$ cat config.mk
export PLATFORM = sky130hd
export DESIGN_NAME = task_worker_mul
export DESIGN_NICKNAME = d
export VERILOG_FILES = /design/src/rtl/task_worker_mul.sv
export SDC_FILE = /design/constraint.sdc
export NUM_CORES = 1
export LEC_CHECK = 0
export ABC_AREA = 1
export CAP_MARGIN = 20
export CORE_ASPECT_RATIO = 0.7
export CORE_MARGIN = 2
export CORE_UTILIZATION = 35
export CTS_CLUSTER_SIZE = 10
export DETAILED_ROUTE_END_ITERATION = 16
export HOLD_SLACK_MARGIN = 0.03
export PLACE_DENSITY = 0.61
export SKIP_LAST_GASP = 1
export SLEW_MARGIN = 20
export SYNTH_ARGS = -nofsm -noshare
export SYNTH_HDL_FRONTEND = slang
export SYNTH_SLANG_ARGS = --single-unit
$ cat constraint.sdc
create_clock -name clk -period 5.73 [get_ports clk]
set_input_delay 1.146 -clock clk [delete_from_list [all_inputs] [get_ports clk]]
set_output_delay 1.146 -clock clk [all_outputs]
set_load 0.01 [all_outputs]
$ cat src/rtl/task_worker_mul.sv
// task_worker_mul: start/done handshake responder that runs an unsigned
// shift-add multiply, one multiplier bit per clock, with fixed latency.
module task_worker_mul #(
  parameter int unsigned WIDTH = 8
) (
  input  logic                 clk,
  input  logic                 reset,
  input  logic                 start,
  input  logic [WIDTH-1:0]     operand_a,
  input  logic [WIDTH-1:0]     operand_b,
  output logic                 busy,
  output logic                 done,
  output logic [2*WIDTH-1:0]   result,
  output logic                 start_err
);

  localparam int unsigned PW = 2 * WIDTH;
  localparam int unsigned CW = $clog2(WIDTH + 1);

  typedef enum logic [1:0] {
    IDLE = 2'd0,
    RUN  = 2'd1,
    DONE = 2'd2
  } state_e;

  state_e           state_q,  state_d;
  logic [PW-1:0]    mcand_q,  mcand_d;
  logic [WIDTH-1:0] mplier_q, mplier_d;
  logic [PW-1:0]    acc_q,    acc_d;
  logic [CW-1:0]    count_q,  count_d;
  logic [PW-1:0]    result_q, result_d;
  logic             busy_q,   busy_d;
  logic             done_q,   done_d;
  logic             err_q,    err_d;
  logic [PW-1:0]    sum;

  // Next-state, datapath step and Moore output decode from the next state
  always_comb begin
    state_d  = state_q;
    mcand_d  = mcand_q;
    mplier_d = mplier_q;
    acc_d    = acc_q;
    count_d  = count_q;
    result_d = result_q;
    sum      = acc_q + (mplier_q[0] ? mcand_q : '0);

    case (state_q)
      IDLE: begin
        if (start) begin
          mcand_d  = PW'(operand_a);
          mplier_d = operand_b;
          acc_d    = '0;
          count_d  = '0;
          state_d  = RUN;
        end
      end
      RUN: begin
        acc_d    = sum;
        mcand_d  = mcand_q << 1;
        mplier_d = mplier_q >> 1;
        count_d  = count_q + CW'(1);
        if (count_q == CW'(WIDTH - 1)) begin
          state_d  = DONE;
          result_d = sum;
        end
      end
      DONE:    state_d = IDLE;
      default: state_d = IDLE;
    endcase

    busy_d = (state_d != IDLE);
    done_d = (state_d == DONE);
    err_d  = start && (state_q != IDLE);
  end

  // State and datapath registers with asynchronous clear
  always_ff @(posedge clk or posedge reset) begin
    if (reset) begin
      state_q  <= IDLE;
      mcand_q  <= '0;
      mplier_q <= '0;
      acc_q    <= '0;
      count_q  <= '0;
      result_q <= '0;
      busy_q   <= 1'b0;
      done_q   <= 1'b0;
      err_q    <= 1'b0;
    end else begin
      state_q  <= state_d;
      mcand_q  <= mcand_d;
      mplier_q <= mplier_d;
      acc_q    <= acc_d;
      count_q  <= count_d;
      result_q <= result_d;
      busy_q   <= busy_d;
      done_q   <= done_d;
      err_q    <= err_d;
    end
  end

  assign busy      = busy_q;
  assign done      = done_q;
  assign result    = result_q;
  assign start_err = err_q;

endmodule

# [Word level (Yosys, flattened, before mapping)]
# Cells that the tools add are included.
[word_totals] regBits=65 in_bits=19 out_inout_bits=19 elab_cells=34
[op_classes] n_addsub=2 n_eq_ne=4 muxes=12 reduce_logical=7
[op_table] cell="one-hot mux 16 bit (2 select lines)" count=2
[op_table] cell="2-to-1 mux 16 bit" count=3
[op_table] cell="adder 16 bit" count=1
[op_table] cell="one-hot mux 8 bit (2 select lines)" count=1
[op_table] cell="2-to-1 mux 8 bit" count=1
[op_table] cell="one-hot mux 4 bit (2 select lines)" count=1
[op_table] cell="nonzero test 2 bit" count=3
[op_table] cell="adder 4 x 1 -> 4 bit (second input constant)" count=1
[op_table] cell="== test 4 x 3 -> 1 bit (second input constant)" count=1
[op_table] cell="2-to-1 mux 2 bit" count=2
[op_table] cell="2-to-1 mux 4 bit" count=1
[op_table] cell="one-hot mux 2 bit (2 select lines)" count=1
[op_table] cell="AND reduction 2 bit" count=2
[op_table] cell="== test 2 x 1 -> 1 bit (second input constant)" count=1
[op_table] cell="== test 2 bit (second input constant)" count=1
[op_table] cell="zero test 2 bit" count=1
[op_table] cell="!= test 2 bit (second input constant)" count=1
[op_table] cell="logical AND 1 bit" count=1

# [Depth between registers and ports, before layout]
[logic_depth] ltp_word=4 mapped_depth=16 ltp_nobuf=14

# [Least setup slack after synthesis]
# No wires, ideal clock.
[synth_path] path_kind="reg2reg" from="reg mplier_q[0]" to="reg acc_q[10]" setup_time_ns=0.117 arrival_time_ns=1.954 t_required_ns=5.613 slack_ns=3.659 stages_incl_launch_ff=17 n_path_buf=2 period_less_slack_ns=2.071 path_cell_list="dfrtp_1 > clkbuf_1 > clkbuf_1 > nand2_1 > inv_1 > ha_1 > fa_1 > nand2_1 > nand2_1 > nand3_1 > nand2_1 > nand2_1 > nand2_1 > nand2_1 > nand2_1 > nand2_1 > nand2_1"
[synth_between] elab_chain_len=3
[synth_lines] element="start, declared" line="28" source="logic [WIDTH-1:0] mplier_q, mplier_d;"
[synth_lines] element="start signal, assigned" line="91" source="mplier_q <= mplier_d;"
[synth_lines] element="2-to-1 mux 16 bit" line="45" source="sum = acc_q + (mplier_q[0] ? mcand_q : '0);"
[synth_lines] element="adder 16 bit" line="45"
[synth_lines] element="one-hot mux 16 bit (2 select lines)" line="47" source="case (state_q)"
[synth_lines] element="end signal, assigned" line="82" source="acc_q <= '0;"
[synth_lines] element="end signal, assigned" line="92" source="acc_q <= acc_d;"
[synth_lines] element="end, declared" line="29" source="logic [PW-1:0] acc_q, acc_d;"
# No other way between the ends.
# A chain may end at the register's enable or synchronous reset.

# [Worst setup path after layout]
[layout_path] from="reg result_q[2] (netlist: result[2])" to="out result[2]"
[layout_lines] element="start, declared" line="31" source="logic [PW-1:0] result_q, result_d;"
[layout_lines] element="start signal, assigned" line="94" source="result_q <= result_d;"
[layout_lines] element="end, declared" line="13" source="output logic [2*WIDTH-1:0] result,"
# No word-level cell between the ends.

==> impl_summary.txt <==
----------------------------------------------------
[Logic synthesis]
  Most repeated cell in the gate-level netlist after synthesis ... nand2_1
  Prevailing post-synth register cell ... dfrtp_1
  Number of warnings printed during yosys synthesis ... 0
  Post-synthesis net count ... 500
  Synthesized instance count ... 464
  Synthesized area per cell ... 7.620 um2
  Post-synth design cell area ... 3536 um2
  Area fraction of the dominant cell type after synthesis ... 0.4600
  Share of flip-flops with an asynchronous set or reset ... 1.000
  Top cell type by total area after synthesis ... dfrtp_1
  Library cells used by synthesis ... 33
  EDFF count, synth ... 0
  Total of flip-flops plus latches after synthesis ... 65
  Top cells by area, synth ... dfrtp_1 (46%), nand2_1 (20%), inv_1 (7.3%)
  Top cell types by occurrence after synthesis ... nand2_1 (190), inv_1 (69), dfrtp_1 (65)
  Share of the yosys chip area belonging to registers ... 0.4600

[Detailed routing]
  Initial detailed-routing violation count ... ~210
  Vias/cell ... 4.585
  Via count of the routed design ... just under 3,000
  Number of DRC violations after detailed routing ... 0
  Post-detailed-route count of antenna-violating nets ... 0
  Total detailed-routing wirelength ... 7.915 mm
  Routed wire per std cell ... ~12 um
  Drt pass-1 iters ... 5

[Timing]
  Fmax ... 423.4 MHz
  Worst slew margin relative to its limit ... 0.4575
  Setup repair after global routing missed its margin ... false
  Final period demand of the worst path ... 2.362 ns
  Max-slew violation count ... 0
  Setup violations, final ... 0
  Setup_tns ... 0 ns
  Post-route clock period utilization ... 0.4122
  Count of final hold-check violations ... 0
  Worst Tran Pin Value ... 0.8137 ns
  Clock skew ... roughly 0.0077 ns

[Floorplanning]
  Standard-cell row count ... 30
  Number of top-level design ports ... 38
  Die area ... roughly 11,000 um2
  Standard cell core area ... 9759 um2
  Starting density of the core ... 0.3623
  Width of the die ... roughly 120 um
  Vertical extent of the die ... 88.10 um

[Clocking]
  Number of buffers on the longest clock path ... 2
  TritonCTS clock tree ... yes
  Clock transition at the registers of the reported paths ... about 0.060 ns
  Count of H-tree levels built during CTS ... 3
  Hold_buf cts ... 0
  Clock root buffer ... clkbuf_16
  Quantity of gates resized following cts ... 0
  Number of post-CTS setup repair buffers ... 0
  Clock sinks ... 65
  Number of CTS-inserted buffers ... 9
  Clk Latency, worst-skew pair ... 0.33 ns

[Finish]
  Number of fill cells ... 999
  Fraction of final layout cells with drive strength greater than 1 ... 0.05336
  Area grow syn2layout ... 22.05%
  ANT cells ... 0
  Reg area ... 1627 um2
  Multi-input gate area ... ~1600 um2
  Net total in the final layout ... 537

[Run status]
  Status ... completed

[Setup path]
  Arrival time reported for the critical path endpoint ... 1.22 ns
  CP max FO ... 2
  CP Cell Sequence ... clkdlybuf4s50_1
  Kind of cell adding the most delay to the critical path ... buffers and inverters
  Data required time at the worst endpoint ... 4.58 ns
  Crit-path max cell delay ... 0.54 ns
  CP max-delay cell ... clkdlybuf4s50_1
  Nature of the critical path endpoint ... output port
  Setup Crit Path Kind ... flop to output port
  CP Buf/Inv Count ... 1
  Startpoint type of the worst setup path ... flop

[Placed design]
  Count of buffers inserted at the top-level ports ... 37
  Detailed Place HPWL ... 5.585 mm
  Gpl congestion ... 0.8439

[Min path]
  Hold WC Path Type ... flop to flop

[Power and ir drop]
  P per Cell Area ... 556.9 nW/um2
  Leakage power ... 0.002384 uW
  Tot Pwr ... 2403 uW
  IR drop worst, VDD ... 0.1720 mV

[Global route]
  Number of antenna violations at the first check in global routing ... 0
  Global-route total usage across every layer ... 0.1654
  Pin count of the biggest net entering global routing ... 66
  Wire length of the first global-routing pass ... 13.77 mm
  Total congestion overflow ... 0
  Number of global-route vias before repair ... between 2,000 and 3,000

[Run]
  Max-cap viol count ... 0

----------------------------------------------------
state kept, by name, indices dropped and copies added (netlist names):
name / cells
start_err: 1
busy: 1
mcand_q: 16
result: 16
done: 1
count_q: 4
acc_q: 16
state_q: 2
mplier_q: 8
path summary, 6_finish.rpt:
check | start | endpoint | slack, ns | cells after the start
max in group asynchronous | reset | result[6] | 3.82 | 3
min reg2reg | count_q[3] | count_q[3] | 0.47 | 1
max | result[2] | result[2] | 3.37 | 1
min in group asynchronous | reset | start_err | 1.37 | 3
min | count_q[3] | count_q[3] | 0.47 | 1
max reg2reg | mplier_q[0] | acc_q[14] | 3.51 | 12
layout by cell type, fill, tap and decap left out, drive strengths merged:
cell type / netlist / final
mux2i: 1 / 1
nand3b: 1 / 1
nor3: 1 / 1
o21ai: 13 / 13
o211ai: 5 / 5
o22ai: 7 / 7
dfrtp: 65 / 65
nor2: 20 / 20
nand3: 26 / 26
clkdlybuf4s50: 0 / 37
bufinv: 0 / 1
a21oi: 12 / 12
o221ai: 2 / 2
a22o: 3 / 3
or2: 2 / 2
xor2: 6 / 6
and2: 2 / 2
ha: 16 / 16
fa: 1 / 1
buf: 9 / 1
a22oi: 3 / 3
clkbuf: 3 / 11
nand2: 192 / 192
clkinvlp: 0 / 2
inv: 73 / 74
clkinv: 0 / 1
nand4: 1 / 1
where the power goes:
group | total, uW | switching (uW) | leakage (uW) | internal, uW
logic | 1050 | 642 | 0.00141 | 404
registers | 786 | 128 | 0.000829 | 658
clock network | 571 | 208 | 0.000148 | 362
through the flow:
step | cells | cell area [um2] | setup slack, ns | utilization | hold WS, ns
5_1_grt | 634 | 4315 | 3.302 | 0.4422 | 0.5118
4_1_cts | 634 | 4315 | 3.344 | 0.4422 | 0.4786
2_1_floorplan | 464 | 3536 | 2.958 | - | 0.4462
3_3_place_gp | 618 | 4000 | 3.154 | 0.4099 | 0.4627
3_5_place_dp | 618 | 4000 | 3.108 | 0.4099 | 0.4685
6_report | 634 | 4315 | 3.368 | 0.4422 | 0.4719
per-layer routing:
metal	GRT usage	vias to the layer above	share of wire
li1	-	1515	-
met1	0.2350	1300	0.52
met2	0.2370	83	0.41
met3	0.05469	9	0.062
met4	0.05414	0	0.012
met5	0	-	0
cell families (layout without fill, tap and decap cells):
family | Yosys count | after routing | share of synthesized area
mux | 1 | 1 | 0.002831
simple gates | 245 | 245 | 0.2838
compound gates | 45 | 45 | 0.07714
flops | 65 | 65 | 0.4600
fa+ha+maj | 17 | 17 | 0.06228
buf+inv | 85 | 127 | 0.09908
xor+xnor | 6 | 6 | 0.01486
area by class of cell:
class | count | share of cell area
clock buffer | 11 | 0.05857
clock inverter | 5 | 0.01450
inverter | 73 | 0.06408
multi-input combinational | 314 | 0.3613
sequential | 65 | 0.3769
tap | 128 | 0.03711
timing repair buffer | 38 | 0.08756
No activity file was read; power rests on OpenSTA's default activity.
